File: config.mk
export PLATFORM = sky130hd
export DESIGN_NAME = display_scan
export DESIGN_NICKNAME = d
export VERILOG_FILES = /design/src/rtl/display_scan.sv
export SDC_FILE = /design/constraint.sdc
export NUM_CORES = 1
export LEC_CHECK = 0
export CAP_MARGIN = 20
export CORE_ASPECT_RATIO = 0.6
export CORE_UTILIZATION = 25
export DETAILED_ROUTE_END_ITERATION = 8
export DONT_BUFFER_PORTS = 1
export REMOVE_ABC_BUFFERS = 1
export SLEW_MARGIN = 20
export SYNTH_ARGS = -nofsm -noshare
export SYNTH_HDL_FRONTEND = slang
export SYNTH_SLANG_ARGS = --single-unit
File: constraint.sdc
create_clock -name clk -period 2.7 [get_ports clk]
set_input_delay 0.27 -clock clk [delete_from_list [all_inputs] [get_ports clk]]
set_output_delay 0.27 -clock clk [all_outputs]
set_load 0.1 [all_outputs]
File: src/rtl/display_scan.sv
// Six-digit multiplexed 7-segment scanner for a stopwatch display.
// One digit slot lasts DIV cycles. The first BLANK cycles of each slot keep all anodes
// off so the previous digit's pattern cannot ghost onto the next one. All six segment
// inputs are captured together once per frame, so a displayed frame never mixes old
// and new digit values.
module display_scan #(
    parameter int unsigned DIV   = 16667,
    parameter int unsigned BLANK = 200
) (
    input  logic       clk,
    input  logic       reset,
    input  logic       disp_en,
    input  logic       dp_en,
    input  logic [6:0] seg0,
    input  logic [6:0] seg1,
    input  logic [6:0] seg2,
    input  logic [6:0] seg3,
    input  logic [6:0] seg4,
    input  logic [6:0] seg5,
    output logic [6:0] seg,
    output logic       dp,
    output logic [5:0] an,
    output logic       frame_tick
);

    localparam int unsigned CW = $clog2(DIV);
    localparam logic [CW-1:0] CntMax = CW'(DIV - 1);
    localparam logic [2:0] IdxMax = 3'd5;

    localparam logic [6:0] SegOff = 7'h7F;
    localparam logic [5:0] AnOff  = 6'h3F;

    // Scan position.
    logic [CW-1:0] cnt_q, cnt_d;
    logic [2:0]    idx_q, idx_d;

    // Frame snapshot of the six digit patterns; index i holds digit i.
    logic [5:0][6:0] snap_q, snap_d;

    // Registered outputs.
    logic [6:0] seg_q, seg_d;
    logic       dp_q, dp_d;
    logic [5:0] an_q, an_d;
    logic       tick_q, tick_d;

    logic cnt_wrap;
    logic frame_end;
    logic in_blank;

    assign cnt_wrap  = (cnt_q == CntMax);
    assign frame_end = cnt_wrap && (idx_q == IdxMax);
    // Widened compare keeps BLANK = 0 from collapsing to a constant-width special case.
    assign in_blank  = (32'(cnt_q) < BLANK);

    // Next-state for the slot counter, digit index and frame snapshot.
    always_comb begin
        cnt_d  = cnt_q + 1'b1;
        idx_d  = idx_q;
        snap_d = snap_q;
        tick_d = 1'b0;
        if (cnt_wrap) begin
            cnt_d = '0;
            idx_d = (idx_q == IdxMax) ? 3'd0 : idx_q + 3'd1;
        end
        if (frame_end) begin
            snap_d = {seg5, seg4, seg3, seg2, seg1, seg0};
            tick_d = 1'b1;
        end
    end

    // Output decode: one anode low for the current digit, dark during blanking or
    // when the display is disabled. Decimal points sit after the 1 s and 1 min digits.
    always_comb begin
        an_d  = AnOff;
        seg_d = SegOff;
        dp_d  = 1'b1;
        if (disp_en && !in_blank) begin
            unique case (idx_q)
                3'd0: begin
                    an_d  = 6'b111110;
                    seg_d = snap_q[0];
                end
                3'd1: begin
                    an_d  = 6'b111101;
                    seg_d = snap_q[1];
                end
                3'd2: begin
                    an_d  = 6'b111011;
                    seg_d = snap_q[2];
                    dp_d  = ~dp_en;
                end
                3'd3: begin
                    an_d  = 6'b110111;
                    seg_d = snap_q[3];
                end
                3'd4: begin
                    an_d  = 6'b101111;
                    seg_d = snap_q[4];
                    dp_d  = ~dp_en;
                end
                3'd5: begin
                    an_d  = 6'b011111;
                    seg_d = snap_q[5];
                end
                default: begin
                    an_d  = AnOff;
                    seg_d = SegOff;
                    dp_d  = 1'b1;
                end
            endcase
        end
    end

    // Scan position and snapshot registers.
    always_ff @(posedge clk or negedge reset) begin
        if (!reset) begin
            cnt_q  <= '0;
            idx_q  <= 3'd0;
            snap_q <= {6{SegOff}};
        end else begin
            cnt_q  <= cnt_d;
            idx_q  <= idx_d;
            snap_q <= snap_d;
        end
    end

    // Output registers; reset forces every anode off immediately.
    always_ff @(posedge clk or negedge reset) begin
        if (!reset) begin
            seg_q  <= SegOff;
            dp_q   <= 1'b1;
            an_q   <= AnOff;
            tick_q <= 1'b0;
        end else begin
            seg_q  <= seg_d;
            dp_q   <= dp_d;
            an_q   <= an_d;
            tick_q <= tick_d;
        end
    end

    assign seg        = seg_q;
    assign dp         = dp_q;
    assign an         = an_q;
    assign frame_tick = tick_q;

endmodule

==> results.sh, run 1 <==
export IMPL_clock_skew_ns=0.008631
export IMPL_crit_cells=5
export IMPL_synth_common_cells="dfstp_2 (56), mux2_4 (40), nor2_1 (25)"
export IMPL_slowest_delay_ns=0.65
export IMPL_min_path_cells=1
export IMPL_required_ns=2.96
export IMPL_muxShareOfSynthArea_pct=20.96
export IMPL_r2r_start="cnt_q[10]"
export IMPL_vias_per_cell=4.568
export IMPL_drt_met1_wl_um=4283
export IMPL_wl_met2_um=3411
export IMPL_fp_dieH_um=94.09
export IMPL_cts_buffers=9
export IMPL_track_usage_pct=12.28
export IMPL_synth_cells=253
export IMPL_cp_num_buf_inv=1
export IMPL_hp_class="input port to flip-flop"
export IMPL_drt_total_wl_um=8288
export IMPL_grt_max_degree=76
export IMPL_tns_ns=0
export IMPL_stdcell_count=463
export IMPL_coreArea_mm2=0.01371
export IMPL_drv_slew=0
export IMPL_root_buffer="clkbuf_16"
export IMPL_synth_top_area_share_pct=41.64
export IMPL_routedWlPerCell_um=17.90
export IMPL_dr_max_layer_used="met4"
export IMPL_antenna_found_initial=0
export IMPL_clkSinkCount=75
export IMPL_holdCritStartpoint="seg3[5]"
export IMPL_cp_end_kind="flip-flop"
export IMPL_synth_area_mm2=0.003533
export IMPL_synth_xor_area_share_pct=3.470
export IMPL_yosysSeqAreaShare_pct=55.10
export IMPL_drive_gt1_share_pct=49.82
export IMPL_setup_violations=0
export IMPL_htree_levels=3
export IMPL_final_nets=316
export IMPL_antenna_left=0
export IMPL_ys_flop_type="dfstp_2"
export IMPL_synth_edf_count=0
export IMPL_cts_resized=0
export IMPL_clkLatencyLatePin_ns=0.34
export IMPL_ys_types=40
export IMPL_ys_seq_elements=75
export IMPL_max_slew_margin_pct=41.64
export IMPL_dp_cells=445
export IMPL_overflow=0
export IMPL_synth_compound_area_share_pct=4.285
export IMPL_path_cells="or4_1 -> or4_1 -> nor2_8 -> buf_12 -> mux2_2"
export IMPL_maxCapViolations=0
export IMPL_grt_pass1_wl_um=13080
export IMPL_cp_common_cell="or4_1"
export IMPL_hold_viol_final=0
export IMPL_synthToLayoutAreaGrowth_pct=16.71
export IMPL_clk_pin_slew_worst_paths_ns=0.06
export IMPL_synth_top_family_by_area="multiplexers"
export IMPL_cp_slowest_cell="or4_1"
export IMPL_rsz0062_at_grt="no"
export IMPL_start_util_pct=25.78
export IMPL_synthTopCellsByArea="dfstp_2 (42%), mux2_4 (17%), dfrtp_1 (13%)"
export IMPL_first_pass_iters=4
export IMPL_min_period_ns=2.421
export IMPL_worst_slew_pin_transition_ns=0.8760
export IMPL_p_leak_nw=1.605
export IMPL_post_cts_buffers=0
export IMPL_rrSetupSlack_ns=0.28
export IMPL_synthArstFlopShare_pct=100.0
export IMPL_min_to="snap_q[26]"
export IMPL_gp_congestion=0.8634
export IMPL_p_per_area_mw_per_mm2=604.0
export IMPL_avgSynthCellArea_um2=13.97
export IMPL_wl_met3_um=476
export IMPL_die_x_um=155.5
export IMPL_ff2ff_path_depth=5
export IMPL_synth_area_leader_cell="dfstp_2"
export IMPL_drt_initial_drc_count=139
export IMPL_clockBufferDepth=2
export IMPL_core_rowCount=33
export IMPL_yosysWarnings=0
export IMPL_yosys_area_share_simple_pct=10.69
export IMPL_dp_hpwl_um=5848
export IMPL_crit_fanout=20
export IMPL_die_area_mm2=0.01463
export IMPL_worstReg2RegEnd="snap_q[7]"
export IMPL_port_buffers=0
export IMPL_synth_adder_area_share_pct=1.416
export IMPL_antenna_cells=0
export IMPL_cp_start_kind="flip-flop"
export IMPL_vias=2115
export IMPL_path_class="flip-flop to flip-flop"
export IMPL_fmax_mhz=413.1
export IMPL_path_delay_family="simple AND/OR/NAND/NOR gates"
export IMPL_pin_count=61
export IMPL_grt_pass1_vias=2217
export IMPL_irDropWorstVdd_mv=0.2711
export IMPL_cts_tree="yes"
export IMPL_arrival_ns=2.68
export IMPL_route_detailed_drc=0
export IMPL_run_status="complete, no violations"
export IMPL_post_synth_top_count_cell="dfstp_2"
export IMPL_fin_crit_sh_pct=89.67
-- power breakdown --
| group | internal [W] | switching [W] | total (W) |
|---|---|---|---|
| clock network | 0.000846 | 0.000488 | 0.00133 |
| registers | 0.00113 | 0 | 0.00113 |
| logic | 0.00000680 | 0.0000215 | 0.0000283 |
| total | 0.00198 | 0.000510 | 0.00249 |
-- layout by cell type, fill, tap and decap left out, drive strengths merged, types with 3 or more instances in the layout --
| cell | count |
|---|---|
| dfstp | 56 |
| mux2 | 44 |
| nor2 | 26 |
| dfrtp | 19 |
| nand2 | 12 |
| buf | 11 |
| xnor2 | 10 |
| clkbuf | 10 |
| inv | 9 |
| nor3 | 6 |
| a222oi | 6 |
| nand3 | 6 |
| or3 | 6 |
| mux2i | 5 |
| a21oi | 4 |
| o211ai | 4 |
| nand4 | 4 |
| xor2 | 4 |
| ha | 4 |
| o21ai | 3 |
| or4 | 3 |
-- flip-flops by register name, summed over array words and instances (netlist names) --
signal,cells
idx_q,3
dp,1
an,6
seg,7
frame_tick,1
cnt_q,15
snap_q,42
-- layout make-up --
class / count / area (µm²)
clock buffers: 10 / 239.0
clock inverters: 6 / 95.09
fillers: 1401 / 9584
inverters: 6 / 22.52
multi-input cells: 162 / 1443
flip-flops and latches: 75 / 1947
well taps: 192 / 240.2
repair buffers: 12 / 137.6
-- worst max path at each step --
stage,from,to,slack (ns)
global placement,cnt_q[10],snap_q[19],0.33
CTS,cnt_q[10],snap_q[19],0.26
floorplan,cnt_q[10],snap_q[19],0.04
finish,cnt_q[10],snap_q[7],0.28
global route,cnt_q[0],snap_q[7],0.20
detailed placement,cnt_q[10],snap_q[19],0.26
-- routing by layer --
layer  vias to the layer above  GRT usage (%)
met3                        10          3.921
met4                         0          4.167
li1                        938              -
met2                        70          16.29
met1                      1097          18.23
met5                         -              0
-- repair_timing --
item                                    in CTS  in global routing
hold buffers                                 2                  0
hold endpoints to repair                    75                  0
endpoints found under the setup margin       0                  0
-- per-stage QoR --
stage	cell area [µm²]	setup slack (ns)	hold slack (ns)	power (W)	util (%)
after floorplan	3412	0.04446	-0.02559	0.001147	-
after global routing	4124	0.2043	0.05939	0.002595	30.08
final	4124	0.2790	0.07443	0.002491	30.08
after global placement	3752	0.3264	-0.02095	0.001147	27.37
after detailed placement	3752	0.2619	-0.02129	0.001147	27.37
after CTS	4124	0.2594	0.06368	0.002528	30.08
-- kinds of logic after synthesis --
| kind of cell | after synthesis |
|---|---|
| AO/OA/AOI/OAI | 20 |
| XOR/XNOR | 14 |
| adder cells (fa/ha/maj) | 4 |
| buffers and inverters | 16 |
| flip-flops | 75 |
| multiplexers | 51 |
| AND/OR/NAND/NOR | 73 |
No activity file was read; power rests on OpenSTA's default activity.
==> run 2: changes to the inputs <==
Settings changed: GPL_TIMING_DRIVEN set to 0, RECOVER_POWER set to 50.
==> results.sh, run 2 (same netlist as run 1, synthesis figures left out) <==
export IMPL_grt_pass1_vias=2181
export IMPL_first_pass_iters=4
export IMPL_track_usage_pct=12.28
export IMPL_synthToLayoutAreaGrowth_pct=15.58
export IMPL_r2r_start="cnt_q[10]"
export IMPL_antenna_found_initial=0
export IMPL_clockBufferDepth=2
export IMPL_largest_register="snap_q"
export IMPL_grt_max_degree=76
export IMPL_cp_end_kind="flip-flop"
export IMPL_port_buffers=0
export IMPL_cp_start_kind="flip-flop"
export IMPL_clock_skew_ns=0.008635
export IMPL_vias_per_cell=4.470
export IMPL_rsz0062_at_grt="no"
export IMPL_clk_pin_slew_worst_paths_ns=0.06
export IMPL_worst_slack_ns=0.1583
export IMPL_drv_slew=0
export IMPL_min_period_ns=2.542
export IMPL_crit_fanout=21
export IMPL_slowest_delay_ns=0.62
export IMPL_routedWlPerCell_um=18.28
export IMPL_overflow=0
export IMPL_coreArea_mm2=0.01371
export IMPL_drt_total_wl_um=8353
export IMPL_cp_slowest_cell="or4_4"
export IMPL_required_ns=2.96
export IMPL_holdCritStartpoint="seg3[5]"
export IMPL_p_per_area_mw_per_mm2=609.6
export IMPL_route_detailed_drc=0
export IMPL_p_leak_nw=1.553
export IMPL_die_x_um=155.5
export IMPL_cts_buffers=9
export IMPL_largest_reg_flops=42
export IMPL_core_rowCount=33
export IMPL_gp_congestion=0.8175
export IMPL_final_cell_mix="dfstp_2 (56), mux2_4 (40), nor2_1 (24)"
export IMPL_max_slew_margin_pct=28.47
export IMPL_final_common_cell="dfstp_2"
export IMPL_worst_slew_pin_transition_ns=1.065
export IMPL_dp_hpwl_um=5439
export IMPL_antenna_left=0
export IMPL_hold_viol_final=0
export IMPL_arrival_ns=2.80
export IMPL_pin_count=61
export IMPL_fin_crit_sh_pct=94.14
export IMPL_grt_pass1_wl_um=13030
export IMPL_drt_initial_drc_count=127
export IMPL_fp_dieH_um=94.09
export IMPL_vias=2043
export IMPL_drive_gt1_share_pct=49.81
export IMPL_antenna_cells=0
export IMPL_setup_violations=0
export IMPL_maxCapViolations=0
export IMPL_clkLatencyLatePin_ns=0.33
export IMPL_dpl_worst_slack_ns=-0.2617
export IMPL_irDropWorstVdd_mv=0.2511
export IMPL_path_cells="or4_1 -> or4_4 -> nor2_8 -> mux2_2"
export IMPL_path_class="flip-flop to flip-flop"
export IMPL_hp_class="input port to flip-flop"
export IMPL_clkSinkCount=75
export IMPL_die_area_mm2=0.01463
export IMPL_start_util_pct=25.78
export IMPL_fmax_mhz=393.4
export IMPL_crit_path_start="cnt_q[10]"
export IMPL_htree_levels=3
export IMPL_run_status="complete, no violations"
export IMPL_final_nets=310
export IMPL_cts_tree="yes"
export IMPL_tns_ns=0
export IMPL_root_buffer="clkbuf_16"
[run 2: cell types whose count changed in the layout (fill, tap and decap cells not counted), moves of 2 or more]
cell	before	now
buf_4	8	1
clkbuf_1	0	2
dfrtp_1	19	17
dfrtp_2	0	2
nor2_4	0	2
[run 2: worst max-delay path, delay by kind of cell, from the launching register on]
kind | cells | cell delay [ns]
DFF | 1 | 0.44
muxes | 1 | 0.39
and+or+nand+nor | 3 | 1.60
[run 2: worst paths after layout]
| kind | endpoint | slack, ns | cells past startpoint |
|---|---|---|---|
| min | snap_q[26] | 0.08 | 1 |
| min in group asynchronous | idx_q[1] | 0.50 | 2 |
| min reg2reg | cnt_q[13] | 0.52 | 1 |
| max | snap_q[7] | 0.16 | 4 |
| max reg2reg | snap_q[7] | 0.16 | 4 |
| max in group asynchronous | snap_q[1] | 1.84 | 2 |
[run 2: what timing repair did]
action                                 4_1_cts  5_1_grt
hold buffers                                 2        0
setup endpoints to repair                   43        2
buffers inserted                             2        0
gates cloned                                 2        0
gates resized for setup                      4        1
endpoints found under the hold margin       75        0
[run 2: through the flow]
stage	utilization, %	power [W]	hold slack, ns	instances	area [µm²]
final	29.79	0.002490	0.08029	457	4084
after global routing	29.79	0.002586	0.06488	457	4084
after CTS	29.74	0.002520	0.06899	457	4076
after detailed placement	26.64	0.001147	-0.01918	435	3652
after global placement	26.64	0.001147	-0.02017	435	3652
after floorplan	-	0.001147	-0.02559	243	3412
[run 2: per-layer routing]
layer,track usage [%],vias to the layer above,wire length (µm)
met3,4.244,4,528
met5,0,-,0
li1,-,920,-
met2,17.71,67,3539
met4,3.431,0,61
met1,17.18,1052,4224
[run 2: where the power goes]
group          internal [W]  leakage (nW)  switching [W]   total, W
clock              0.000865         0.160       0.000468    0.00133
combinational    0.00000680         0.565      0.0000221  0.0000289
sequential          0.00113         0.828              0    0.00113
[run 2: final cells by class]
type	count	area (µm²)
Fill cell	1392	9624
Sequential cell	75	1949
Multi-Input combinational cell	164	1478
Clock buffer	13	260.3
Tap cell	192	240.2
Clock inverter	3	68.82
Timing Repair Buffer	4	65.06
Inverter	6	22.52
==> run 3: changes to the inputs <==
Settings changed: ABC_AREA set to 1.
==> results.sh, run 3 <==
export IMPL_clockBufferDepth=2
export IMPL_synthToLayoutAreaGrowth_pct=15.51
export IMPL_gp_congestion=0.8785
export IMPL_core_rowCount=34
export IMPL_ff2ff_path_depth=8
export IMPL_antenna_cells=0
export IMPL_htree_levels=3
export IMPL_die_area_mm2=0.01558
export IMPL_hold_viol_final=0
export IMPL_final_common_cell="nand2_1"
export IMPL_synth_area_leader_cell="dfstp_2"
export IMPL_run_status="finished with violations"
export IMPL_crit_fanout=43
export IMPL_track_usage_pct=13.47
export IMPL_synth_top_area_share_pct=39.06
export IMPL_hp_class="input port to flip-flop"
export IMPL_vias_per_cell=4.541
export IMPL_antenna_found_initial=0
export IMPL_cts_buffers=9
export IMPL_synthTopCellsByArea="dfstp_2 (39%), nand2_1 (19%), dfrtp_1 (13%)"
export IMPL_largest_reg_flops=42
export IMPL_dp_hpwl_um=7208
export IMPL_synth_top_family_by_area="simple AND/OR/NAND/NOR gates"
export IMPL_path_class="flip-flop to flip-flop"
export IMPL_die_x_um=160.5
export IMPL_ys_seq_elements=75
export IMPL_muxShareOfSynthArea_pct=0
export IMPL_cp_endpoint="snap_q[32]"
export IMPL_root_buffer="clkbuf_16"
export IMPL_fmax_mhz=424.7
export IMPL_post_synth_top_count_cell="nand2_1"
export IMPL_rsz0062_at_grt="no"
export IMPL_worst_slew_pin_transition_ns=1.857
export IMPL_clkSinkCount=75
export IMPL_ys_flop_type="dfstp_2"
export IMPL_grt_pass1_wl_um=16270
export IMPL_violations="max-capacitance violations, max-slew violations"
export IMPL_coreArea_mm2=0.01459
export IMPL_synth_adder_area_share_pct=1.328
export IMPL_drt_total_wl_um=9908
export IMPL_fp_dieH_um=97.09
export IMPL_p_leak_nw=2.068
export IMPL_port_buffers=0
export IMPL_synth_common_cells="nand2_1 (186), dfstp_2 (56), nand4_1 (54)"
export IMPL_required_ns=2.97
export IMPL_clkLatencyLatePin_ns=0.34
export IMPL_fin_crit_sh_pct=87.22
export IMPL_final_nets=520
export IMPL_synth_edf_count=0
export IMPL_min_period_ns=2.355
export IMPL_yosysSeqAreaShare_pct=51.68
export IMPL_pin_count=61
export IMPL_ys_types=23
export IMPL_clk_pin_slew_worst_paths_ns=0.06
export IMPL_irDropWorstVdd_mv=0.2327
export IMPL_yosys_area_share_simple_pct=36.83
export IMPL_crit_path_start="cnt_q[0]"
export IMPL_final_core_util_pct=29.82
export IMPL_setup_violations=0
export IMPL_maxCapViolations=1
export IMPL_synthArstFlopShare_pct=100.0
export IMPL_overflow=0
export IMPL_clock_skew_ns=0.008856
export IMPL_final_cell_mix="nand2_1 (186), nand4_1 (54), dfstp_2 (52)"
export IMPL_routedWlPerCell_um=14.72
export IMPL_route_detailed_drc=0
export IMPL_avgSynthCellArea_um2=7.931
export IMPL_hold_slack_ns=0.01192
export IMPL_max_slew_margin_pct=-23.79
export IMPL_arrival_ns=2.62
export IMPL_r2r_start="cnt_q[0]"
export IMPL_drive_gt1_share_pct=17.47
export IMPL_grt_max_degree=76
export IMPL_grt_pass1_vias=3141
export IMPL_synth_cells=475
export IMPL_cts_tree="yes"
export IMPL_yosysWarnings=0
export IMPL_antenna_left=0
export IMPL_largest_register="snap_q"
export IMPL_drt_initial_drc_count=308
export IMPL_drv_slew=76
export IMPL_worstReg2RegEnd="snap_q[32]"
export IMPL_synth_compound_area_share_pct=0.9963
export IMPL_start_util_pct=25.82
export IMPL_cp_start_kind="flip-flop"
export IMPL_cp_end_kind="flip-flop"
export IMPL_vias=3056
export IMPL_first_pass_iters=5
export IMPL_synth_area_mm2=0.003767
export IMPL_synth_xor_area_share_pct=1.860
export IMPL_rrSetupSlack_ns=0.35
export IMPL_p_per_area_mw_per_mm2=561.8
run 3: what timing repair did:
item | 4_1_cts | 5_1_grt
endpoints found under the setup margin | 12 | 0
hold endpoints to repair | 75 | 0
setup buffers | 0 | 0
resized for setup | 1 | 0
hold buffers | 2 | 0
run 3: per-layer routing:
layer | routed length (µm) | share of wire, % | up-vias | global-route usage [%]
li1 | - | - | 1521 | -
met1 | 5148 | 52 | 1436 | 20.35
met2 | 3958 | 40 | 94 | 18.75
met3 | 747 | 7.5 | 5 | 3.884
met4 | 53 | 0.53 | 0 | 2.637
met5 | 0 | 0 | - | 0
run 3: worst min-delay path by stage:
stage	from	to	slack [ns]	cells past startpoint
2_1_floorplan	reset	cnt_q[0]	-0.03	0
3_3_place_gp	reset	idx_q[2]	-0.02	0
3_5_place_dp	reset	idx_q[2]	-0.02	0
4_1_cts	dp_en	dp	0.008	1
5_1_grt	dp_en	dp	0.01	1
6_report	dp_en	dp	0.01	1
run 3: kinds of logic after synthesis:
family          Yosys count
flops                    75
buf+inv                  67
compound gates            6
fa+ha+maj                 4
xor+xnor                  8
simple gates            315
run 3: layout make-up:
| class | count | area [µm²] |
|---|---|---|
| Tap cell | 198 | 247.7 |
| Clock buffer | 13 | 282.8 |
| Multi-Input combinational cell | 333 | 1563 |
| Inverter | 45 | 168.9 |
| Timing Repair Buffer | 6 | 100.1 |
| Fill cell | 1556 | 10240 |
| Sequential cell | 75 | 1947 |
| Clock inverter | 3 | 42.54 |
run 3: power breakdown:
| part | total, W | internal [W] | switching (W) |
|---|---|---|---|
| clock | 0.00129 | 0.000827 | 0.000467 |
| combinational | 0.0000228 | 0.00000134 | 0.0000214 |
| sequential | 0.00113 | 0.00113 | 0 |
| total | 0.00244 | 0.00196 | 0.000488 |
run 3: worst max-delay path, cell delays in order (launching register included):
cell and delay [ns]:
dfrtp_1 0.41, inv_1 0.07, ha_1 0.19, nand3_1 0.13
nor2_4 0.54, buf_16 0.23, nand3_4 0.40, nand2_1 0.20
nand2_1 0.07
run 3: stage by stage:
stage                     cell area, µm²  power (W)  setup WS (ns)   TNS (ns)  cells
after floorplan                     3661   0.001146        0.02849          0    453
after global placement              3909   0.001146        -0.9336     -39.90    651
after detailed placement            4004   0.001146      -0.005422  -0.007001    655
after CTS                           4374   0.002477         0.3567          0    673
after global routing                4352   0.002519         0.1513          0    673
final                               4352   0.002445         0.3452          0    673
